$ cat src/rtl/mips32_pkg.sv
// Shared MIPS-style decode constants and hazard FSM encoding.
// The datapath decoder uses the same field positions and opcodes.
package mips32_pkg;
  localparam int OP_HI = 31;
  localparam int OP_LO = 26;
  localparam int RS_HI = 25;
  localparam int RS_LO = 21;
  localparam int RT_HI = 20;
  localparam int RT_LO = 16;

  localparam logic [5:0] OP_R_LAST     = 6'b000101;
  localparam logic [5:0] OP_LW         = 6'b001000;
  localparam logic [5:0] OP_SW         = 6'b001001;
  localparam logic [5:0] OP_ADDI_FIRST = 6'b001010;
  localparam logic [5:0] OP_ADDI_LAST  = 6'b001100;
  localparam logic [5:0] OP_BNEZ       = 6'b001101;
  localparam logic [5:0] OP_BEQZ       = 6'b001110;
  localparam logic [5:0] OP_HLT        = 6'b111111;
  localparam logic [31:0] NOP          = 32'h0;

  typedef enum logic [1:0] {
    ST_RUN    = 2'd0,
    ST_DRAIN  = 2'd1,
    ST_HALTED = 2'd2
  } hz_state_e;

  function automatic logic [5:0] f_op(input logic [31:0] ir);
    return ir[OP_HI:OP_LO];
  endfunction

  function automatic logic [4:0] f_rs(input logic [31:0] ir);
    return ir[RS_HI:RS_LO];
  endfunction

  function automatic logic [4:0] f_rt(input logic [31:0] ir);
    return ir[RT_HI:RT_LO];
  endfunction
endpackage

$ cat src/rtl/pipe_hazard_ctrl_if.sv
// Datapath <-> hazard controller bundle: IR snapshots and branch/stall in,
// register hold/flush controls and perf counters out.
interface pipe_hazard_ctrl_if #(parameter int CNT_W = 16);
  logic [31:0]      ir_id;
  logic [31:0]      ir_ex;
  logic             br_taken_ex;
  logic             ext_stall;
  logic             pc_hold;
  logic             ifid_hold;
  logic             ifid_flush;
  logic             idex_hold;
  logic             idex_bubble;
  logic             halted;
  logic [CNT_W-1:0] stall_cnt;
  logic [CNT_W-1:0] flush_cnt;

  modport master (
    output ir_id, ir_ex, br_taken_ex, ext_stall,
    input  pc_hold, ifid_hold, ifid_flush, idex_hold, idex_bubble,
           halted, stall_cnt, flush_cnt
  );

  modport slave (
    input  ir_id, ir_ex, br_taken_ex, ext_stall,
    output pc_hold, ifid_hold, ifid_flush, idex_hold, idex_bubble,
           halted, stall_cnt, flush_cnt
  );
endinterface

$ cat src/rtl/hazard_decode.sv
// Load-use detection between the LW in EX and the instruction in ID.
module hazard_decode
  import mips32_pkg::*;
(
  input  logic [5:0] op_id,
  input  logic [4:0] rs_id,
  input  logic [4:0] rt_id,
  input  logic [5:0] op_ex,
  input  logic [4:0] rt_ex,
  output logic       load_use
);
  logic is_r, reads_rs, uses_rt;

  assign is_r     = (op_id <= OP_R_LAST);
  // Every defined class except HLT sources rs; only R-type and SW also source rt.
  assign reads_rs = is_r || op_id == OP_LW || op_id == OP_SW ||
                    (op_id >= OP_ADDI_FIRST && op_id <= OP_ADDI_LAST) ||
                    op_id == OP_BNEZ || op_id == OP_BEQZ;
  assign uses_rt  = is_r || op_id == OP_SW;

  assign load_use = (op_ex == OP_LW) && (rt_ex != 5'd0) &&
                    ((reads_rs && rs_id == rt_ex) || (uses_rt && rt_id == rt_ex));
endmodule

$ cat src/rtl/pipe_hazard_ctrl.sv
// Pipeline hazard controller: freeze, branch flush, load-use stall and
// HLT drain/halt sequencing, with saturating stall/flush counters.
module pipe_hazard_ctrl
  import mips32_pkg::*;
#(
  parameter int DRAIN_CYCLES = 3,
  parameter int CNT_W        = 16
) (
  input logic clk,
  input logic rst,
  pipe_hazard_ctrl_if.slave hz
);
  localparam int DW = (DRAIN_CYCLES > 1) ? $clog2(DRAIN_CYCLES) : 1;

  hz_state_e        state_q, state_n;
  logic [DW-1:0]    drain_q, drain_n;
  logic [CNT_W-1:0] stall_q, flush_q;
  logic             stall_inc, flush_inc, load_use, hlt_id;
  logic             pc_hold, ifid_hold, ifid_flush, idex_hold, idex_bubble;

  hazard_decode u_dec (
    .op_id    (f_op(hz.ir_id)),
    .rs_id    (f_rs(hz.ir_id)),
    .rt_id    (f_rt(hz.ir_id)),
    .op_ex    (f_op(hz.ir_ex)),
    .rt_ex    (f_rt(hz.ir_ex)),
    .load_use (load_use)
  );

  assign hlt_id = (f_op(hz.ir_id) == OP_HLT);

  always_ff @(posedge clk or posedge rst) begin
    if (rst) begin
      state_q <= ST_RUN;
      drain_q <= '0;
      stall_q <= '0;
      flush_q <= '0;
    end else begin
      state_q <= state_n;
      drain_q <= drain_n;
      if (stall_inc && stall_q != '1) stall_q <= stall_q + CNT_W'(1);
      if (flush_inc && flush_q != '1) flush_q <= flush_q + CNT_W'(1);
    end
  end

  always_comb begin
    state_n     = state_q;
    drain_n     = drain_q;
    stall_inc   = 1'b0;
    flush_inc   = 1'b0;
    pc_hold     = 1'b0;
    ifid_hold   = 1'b0;
    ifid_flush  = 1'b0;
    idex_hold   = 1'b0;
    idex_bubble = 1'b0;
    // Inputs are ignored under reset so every control reads as idle.
    if (!rst) begin
      if (hz.ext_stall) begin
        pc_hold   = 1'b1;
        ifid_hold = 1'b1;
        idex_hold = 1'b1;
      end else begin
        unique case (state_q)
          ST_RUN: begin
            if (hz.br_taken_ex) begin
              ifid_flush  = 1'b1;
              idex_bubble = 1'b1;
              flush_inc   = 1'b1;
            end else if (load_use) begin
              pc_hold     = 1'b1;
              ifid_hold   = 1'b1;
              idex_bubble = 1'b1;
              stall_inc   = 1'b1;
            end else if (hlt_id) begin
              pc_hold     = 1'b1;
              ifid_hold   = 1'b1;
              idex_bubble = 1'b1;
              state_n     = (DRAIN_CYCLES > 1) ? ST_DRAIN : ST_HALTED;
              drain_n     = DW'(DRAIN_CYCLES - 1);
            end
          end
          ST_DRAIN: begin
            pc_hold     = 1'b1;
            ifid_hold   = 1'b1;
            idex_bubble = 1'b1;
            drain_n     = drain_q - DW'(1);
            if (drain_q <= DW'(1)) state_n = ST_HALTED;
          end
          default: begin
            pc_hold     = 1'b1;
            ifid_hold   = 1'b1;
            idex_bubble = 1'b1;
          end
        endcase
      end
    end
  end

  assign hz.pc_hold     = pc_hold;
  assign hz.ifid_hold   = ifid_hold;
  assign hz.ifid_flush  = ifid_flush;
  assign hz.idex_hold   = idex_hold;
  assign hz.idex_bubble = idex_bubble;
  assign hz.halted      = (state_q == ST_HALTED);
  assign hz.stall_cnt   = stall_q;
  assign hz.flush_cnt   = flush_q;
endmodule

$ cat src/flat_wrapper.sv
// flat-port wrapper written by rule: the top's interface ports become plain ports
module pipe_hazard_ctrl_flat import mips32_pkg::*;
#(
  parameter int DRAIN_CYCLES = 3,
  parameter int CNT_W        = 16
)
  (clk, rst, hz_ir_id, hz_ir_ex, hz_br_taken_ex, hz_ext_stall, hz_pc_hold, hz_ifid_hold, hz_ifid_flush, hz_idex_hold, hz_idex_bubble, hz_halted, hz_stall_cnt, hz_flush_cnt);
  pipe_hazard_ctrl_if #(.CNT_W(CNT_W)) hz_i ();
  input logic clk;
  input logic rst;
  input wire logic [$bits(hz_i.ir_id)-1:0] hz_ir_id;
  input wire logic [$bits(hz_i.ir_ex)-1:0] hz_ir_ex;
  input wire logic [$bits(hz_i.br_taken_ex)-1:0] hz_br_taken_ex;
  input wire logic [$bits(hz_i.ext_stall)-1:0] hz_ext_stall;
  output wire logic [$bits(hz_i.pc_hold)-1:0] hz_pc_hold;
  output wire logic [$bits(hz_i.ifid_hold)-1:0] hz_ifid_hold;
  output wire logic [$bits(hz_i.ifid_flush)-1:0] hz_ifid_flush;
  output wire logic [$bits(hz_i.idex_hold)-1:0] hz_idex_hold;
  output wire logic [$bits(hz_i.idex_bubble)-1:0] hz_idex_bubble;
  output wire logic [$bits(hz_i.halted)-1:0] hz_halted;
  output wire logic [$bits(hz_i.stall_cnt)-1:0] hz_stall_cnt;
  output wire logic [$bits(hz_i.flush_cnt)-1:0] hz_flush_cnt;
  assign hz_i.ir_id = hz_ir_id;
  assign hz_i.ir_ex = hz_ir_ex;
  assign hz_i.br_taken_ex = hz_br_taken_ex;
  assign hz_i.ext_stall = hz_ext_stall;
  assign hz_pc_hold = hz_i.pc_hold;
  assign hz_ifid_hold = hz_i.ifid_hold;
  assign hz_ifid_flush = hz_i.ifid_flush;
  assign hz_idex_hold = hz_i.idex_hold;
  assign hz_idex_bubble = hz_i.idex_bubble;
  assign hz_halted = hz_i.halted;
  assign hz_stall_cnt = hz_i.stall_cnt;
  assign hz_flush_cnt = hz_i.flush_cnt;
  pipe_hazard_ctrl #(.DRAIN_CYCLES(DRAIN_CYCLES), .CNT_W(CNT_W)) u_core (.clk(clk), .rst(rst), .hz(hz_i));
endmodule
$ cat config.mk
export PLATFORM = sky130hd
export DESIGN_NAME = pipe_hazard_ctrl_flat
export DESIGN_NICKNAME = d
export VERILOG_FILES = /design/src/rtl/mips32_pkg.sv /design/src/rtl/pipe_hazard_ctrl_if.sv /design/src/rtl/hazard_decode.sv /design/src/rtl/pipe_hazard_ctrl.sv /design/src/flat_wrapper.sv
export SDC_FILE = /design/constraint.sdc
export NUM_CORES = 1
export LEC_CHECK = 0
export BUFFER_PORTS_ARGS = -buffer_cell sky130_fd_sc_hd__buf_4
export CAP_MARGIN = 20
export CORE_MARGIN = 3
export CORE_UTILIZATION = 30
export DETAILED_ROUTE_END_ITERATION = 8
export PLACE_DENSITY_LB_ADDON = 0.3
export SLEW_MARGIN = 20
export SYNTH_ARGS = -nofsm -noshare
export SYNTH_HDL_FRONTEND = slang
export SYNTH_SLANG_ARGS = --single-unit
$ cat constraint.sdc
create_clock -name clk -period 2.92 [get_ports clk]
set_input_delay 0 -clock clk [delete_from_list [all_inputs] [get_ports clk]]
set_output_delay 0 -clock clk [all_outputs]
set_load 0.005 [all_outputs]
==> impl_metrics.toml, run 1 <==
[global_route]
grt_antenna_before_repair = 0
grt_use_total_pct = 12.3
overflow = 0
grt_pass1_vias = 1578
grt_max_degree = 38
grt_pass1_wl_um = 7360

[critical_path]
max_stage_delay_ns = 0.61
path_max_fanout = 6
crit_arrival_ns = 2.34
critPathCaptureType = "flip-flop"
startpoint_type = "flip-flop"
crit_chain = "ha_1 > nand2_1 > nor4_1 > nor4b_1 > and2b_1 > nand3_1 > xnor2_1"
critPathSlowestCell = "nor4b_1"
critPathKind = "flip-flop to flip-flop"
required_ns = 3.08
crit_family = "simple AND/OR/NAND/NOR gates"
path_buf_inv = 0

[sta]
fin_crit_sh_pct = 74.4
timing.fmax_ghz = 0.460
setup_slack_ns = 0.747
fin_crit_ns = 2.17
drv_slew = 0
tns_ns = 0
setup_viol_count_final = 0
worst_hold_slack_ns = 0.0961
fin_skew_ns = 0.0101
rsz0062_at_grt = "false"
worst_pin_slew_ns = 0.666
hold_violations = 0
slew_headroom_pct = 54.9

[synthesis]
synthCells = 191
yosysWarnings = 0
ys_ff_latch = 36
synthArstFlopShare_pct = 100
synth_top_flop_cell = "dfrtp_1"
syn_area_um2 = 1920
synthDistinctLibCells = 40
syn_avg_cell_area_um2 = 10.0
synth-edff-count = 0
synthesis.nets = 262
ys_seq_area_share_pct = 47.0

[cells_and_area]
fin_nets = 336
final_cells = 341
drive_above_1_share_pct = 32.7
area_growth_pct = 36.1
diodes = 0
fin_area_um2 = 2610

[clocking]
ctsHtreeMaxLevel = 2
clk_pin_slew_ns = 0.08
cts.sinks = 36
cts_made_buffers = 5
cts_tree = "built"
cts-root-buf = "clkbuf_8"
cts_setup_buffers = 0
clock_path_buffers = 2
insertion_delay_ns = 0.28

[power]
vdd_ir_drop_max_mv = 0.214
power_density_nw_per_um2 = 465
leakage_nw = 1.30

[detailed_routing]
dr.pass1.iters = 4
drtIter0Drc = 67
wl_per_cell_um = 13.1
drtAntennaViolNets = 0
vias_per_cell = 4.78
drc = 0
num_vias = 1631
drt-total-wl_um = 4470

[floorplanning]
die_h_um = 86.0
core_um2 = 6060
fp-row-count = 28
die_area_um2 = 7390
dieWidth_um = 86.0
ioPinCount = 106
start_util_pct = 31.6

[flow_run]
drv_cap = 0

[placement]
pre_cts_slack_ns = 0.793
post-dp-hpwl_um = 3430
gp_congestion = 0.717
portBuffers = 68
place_area_um2 = 2510
placed_cells = 332

[run_status]
status = "finished clean"

[hold_path]
hold_class = "input pin to flip-flop"
[worst min-delay path: stages]
cell,delay [ns]
buf_4,0.10
nor3_1,0.07
nand2_1,0.09
o21ai_0,0.07
[area by class of cell]
cell class	count	area, um2
sequential	36	901
inverter	5	18.8
multi-input combinational	147	976
tap	75	93.8
clock buffer	7	86.3
clock inverter	1	7.51
timing repair buffer	70	528
fill	613	3450
[through the flow]
stage                     total power, W  util, %
final                            0.00121     43.1
after global routing             0.00130     43.1
after CTS                        0.00123     43.1
after detailed placement        0.000861     41.4
after global placement          0.000856     41.4
after floorplan                 0.000727        -
[synth_stat cells, types with 2 or more instances]
| library cell | instances | area, um2 |
|---|---|---|
| inv_1 | 5 | 18.8 |
| mux2_2 | 2 | 22.5 |
| nand2b_1 | 2 | 12.5 |
| a31oi_1 | 2 | 12.5 |
| and3_1 | 6 | 37.5 |
| or2_2 | 2 | 12.5 |
| dfrtp_1 | 36 | 901 |
| a21oi_1 | 4 | 20.0 |
| xnor2_1 | 27 | 236 |
| nand4_1 | 12 | 75.1 |
| xor2_1 | 10 | 87.6 |
| nor2b_1 | 4 | 25.0 |
| nand2_1 | 18 | 67.6 |
| nor2_1 | 19 | 71.3 |
| o21ai_0 | 3 | 15.0 |
| nand3_2 | 2 | 20.0 |
| o31ai_1 | 2 | 15.0 |
| nand3_1 | 8 | 40.0 |
| nor4_1 | 2 | 12.5 |
| nor4b_1 | 2 | 17.5 |
| nor3_1 | 2 | 10.0 |
| ha_1 | 3 | 37.5 |
[kinds of logic (layout without fill, tap and decap cells)]
group,Yosys count,in the layout,share of synthesized area [%]
AOI/OAI and AO/OA,18,18,6.26
xor gates and xnor gates,37,37,16.9
adders and majority gates,3,3,1.96
buffers and inverters,8,83,2.15
DFF,36,36,47.0
muxes,2,2,1.17
and+or+nand+nor,87,87,24.6
[path summary, 6_finish.rpt]
kind / startpoint / slack, ns / depth (start not counted) / end
max reg2reg: u_core.hz.flush_cnt[0] / 0.75 / 7 / u_core.hz.flush_cnt[13]
max: u_core.hz.flush_cnt[0] / 0.75 / 7 / u_core.hz.flush_cnt[13]
min reg2reg: u_core.hz.stall_cnt[14] / 0.51 / 1 / u_core.hz.stall_cnt[14]
max in group asynchronous: rst / 2.17 / 4 / u_core.hz.stall_cnt[3]
min in group asynchronous: rst / 0.40 / 4 / u_core.state_q[0]
min: hz_ext_stall / 0.1 / 4 / u_core.drain_q[0]
[flip-flops by register name, summed over array words and instances, names as in the netlist]
| name | cells |
|---|---|
| u_core.hz.flush_cnt | 16 |
| u_core.hz.stall_cnt | 16 |
| u_core.drain_q | 2 |
| u_core.state_q | 2 |
[what timing repair did]
item / CTS / global route
resized for setup: 0 / 0
endpoints found under the hold margin: 36 / 0
hold buffers: 1 / 0
[power by group]
| group | leakage, nW | switching [W] | internal [W] | total (W) |
|---|---|---|---|---|
| Clock | 0.0445 | 0.000173 | 0.000192 | 0.000364 |
| Combinational | 0.763 | 0.000104 | 0.000137 | 0.000241 |
| Sequential | 0.490 | 0.0000621 | 0.000546 | 0.000608 |
[cells in the final DEF, fill, tap and decap left out, types with 5 or more instances in the layout]
master / netlist / routed
nand4_1: 12 / 12
xnor2_1: 27 / 27
and3_1: 6 / 6
nand3_1: 8 / 8
dfrtp_1: 36 / 36
nor2_1: 19 / 19
inv_1: 5 / 5
clkbuf_8: 0 / 6
xor2_1: 10 / 10
buf_4: 1 / 69
nand2_1: 18 / 18
[metal layers]
metal | global-route usage (%) | share of wire (%) | vias up
li1 | - | - | 813
met2 | 19.8 | 50 | 31
met4 | 3.88 | 0.67 | 0
met3 | 2.50 | 3.9 | 2
met5 | 0 | 0 | -
met1 | 16.6 | 45 | 785
No activity file was read; power rests on OpenSTA's default activity.
==> run 2: changes to the inputs <==
- clock period: 2.92 -> 2.2 ns (I/O delays scaled with it)
==> impl_metrics.toml, run 2 (synthesis gave the netlist of run 1 again) <==
[cells_and_area]
diodes = 0
layout_common_cells = "buf_4, dfrtp_1, xnor2_1"
fillers = 613
final_common_cell = "buf_4"
fin_nets = 338
seq_area_um2 = 901
fin_area_um2 = 2630
multiInputGateArea_um2 = 988
drive_above_1_share_pct = 34.3
area_growth_pct = 37.2

[critical_path]
max_stage_delay_ns = 0.53
r2r_end = "u_core.hz.flush_cnt[11]"
crit_chain = "dlygate4sd3_1 > buf_4 > nor2_1 > nand3_1 > nor4b_2 > and2b_1 > nand3_1 > xnor2_1"
path_max_fanout = 5
critPathKind = "input pin to flip-flop"
reg2reg_depth = 7
startpoint_type = "input pin"
r2r_setup_slack_ns = 0.34
crit_arrival_ns = 2.06
r2r-start = "u_core.hz.flush_cnt[1]"
critPathCaptureType = "flip-flop"
required_ns = 2.37
critPathSlowestCell = "dlygate4sd3_1"
worst_path_most_repeated_cell = "nand3_1"

[detailed_routing]
drtAntennaViolNets = 0
drc = 0
drtIter0Drc = 66
drt-total-wl_um = 4450
num_vias = 1657
dr.pass1.iters = 4
wl_per_cell_um = 13.0
vias_per_cell = 4.83

[sta]
fin_crit_sh_pct = 85.9
fin_crit_ns = 1.89
rsz0062_at_grt = "false"
slew_headroom_pct = 68.7
drv_slew = 0
fin_skew_ns = 0.00625
hold_violations = 0
setup_viol_count_final = 0
worst_pin_slew_ns = 0.469
tns_ns = 0
timing.fmax_ghz = 0.529

[floorplanning]
start_util_pct = 31.6
die_area_um2 = 7390
fp-row-count = 28
dieWidth_um = 86.0
core_um2 = 6060
ioPinCount = 106
die_h_um = 86.0

[hold_path]
min_from = "hz_ext_stall"
min_to = "u_core.drain_q[0]"
hold_class = "input pin to flip-flop"
hold_depth = 4

[clocking]
clock_path_buffers = 2
cts-root-buf = "clkbuf_8"
cts_made_buffers = 5
ctsHtreeMaxLevel = 2
insertion_delay_ns = 0.28
cts_tree = "built"
clk_pin_slew_ns = 0.07
cts.sinks = 36

[global_route]
grt_use_total_pct = 12.6
grt_antenna_before_repair = 0
grtUsageMet2_pct = 20.3
overflow = 0
grt_max_degree = 37
grt_use_met3_pct = 3.36
grt.met1_usage_pct = 16.2
top_usage_layer = "met2"
grt_pass1_vias = 1584
grt_pass1_wl_um = 7510

[power]
p_total_w = 0.00161
power_density_nw_per_um2 = 611
vdd_ir_drop_max_mv = 0.395
leakage_nw = 1.31

[placement]
post-dp-hpwl_um = 3430
place_area_um2 = 2520
portBuffers = 68
gp_congestion = 0.709

[flow_run]
drv_cap = 0

[run_status]
status = "finished clean"
==> run 2: cell count changes in the layout (fill, tap and decap cells not counted) <==
| cell | delta |
|---|---|
| clkinv_4 | +1 |
| buf_4 | +2 |
| clkbuf_1 | -1 |
| nor4b_2 | +1 |
| clkinvlp_4 | -1 |
| clkbuf_8 | -1 |
| nor4_2 | +1 |
| nor4b_1 | -1 |
| nor4_1 | -1 |
| clkinv_2 | +2 |
==> run 2: layout make-up <==
class / count / share of cell area [%]
Sequential cell: 36 / 34.2
Clock inverter: 3 / 0.713
Multi-Input combinational cell: 147 / 37.5
Inverter: 5 / 0.713
Timing Repair Buffer: 72 / 20.6
Clock buffer: 5 / 2.61
Tap cell: 75 / 3.56
==> run 2: through the flow <==
stage / worst slack, ns / instances / hold slack, ns / utilization [%]
finish: 0.311 / 343 / 0.0788 / 43.4
global route: 0.140 / 343 / 0.124 / 43.4
CTS: 0.0895 / 343 / 0.0746 / 43.2
detailed placement: 0.105 / 334 / 0.205 / 41.6
global placement: 0.136 / 334 / 0.194 / 41.6
floorplan: 0.322 / 191 / 0.0302 / -
==> run 2: per-layer routing <==
layer | routed length (um) | part of all wire [%] | vias up
met4 | 76 | 1.7 | 0
met1 | 1980 | 44 | 794
met5 | 0 | 0 | -
met3 | 232 | 5.2 | 7
met2 | 2170 | 49 | 38
li1 | - | - | 818
==> run 2: report_power, final <==
part / leakage [nW] / total, W / switching [W] / internal [W]
sequential: 0.490 / 0.000792 / 0.0000672 / 0.000724
clock: 0.0479 / 0.000450 / 0.000230 / 0.000220
combinational: 0.773 / 0.000368 / 0.000164 / 0.000204
==> run 2: worst max-delay path: cells and delay by family <==
family	cells	cell delay, ns
AND/OR/NAND/NOR	5	1.24
buffers and inverters	2	0.68
XOR/XNOR	1	0.13
==> run 2: how the worst max path moves through the flow <==
stage / start / end / cells after the start
CTS: u_core.hz.flush_cnt[1] / u_core.hz.flush_cnt[11] / 7
floorplan: u_core.hz.flush_cnt[0] / u_core.hz.flush_cnt[11] / 7
global placement: u_core.hz.flush_cnt[1] / u_core.hz.flush_cnt[13] / 7
global route: rst / u_core.hz.flush_cnt[11] / 8
detailed placement: u_core.hz.flush_cnt[1] / u_core.hz.flush_cnt[11] / 7
finish: rst / u_core.hz.flush_cnt[11] / 8
==> run 2: what timing repair did <==
| action | CTS | global route |
|---|---|---|
| endpoints found under the setup margin | 0 | 3 |
| hold endpoints to repair | 36 | 0 |
| hold buffers | 1 | 0 |
| resized for setup | 0 | 2 |
| setup buffers | 0 | 0 |
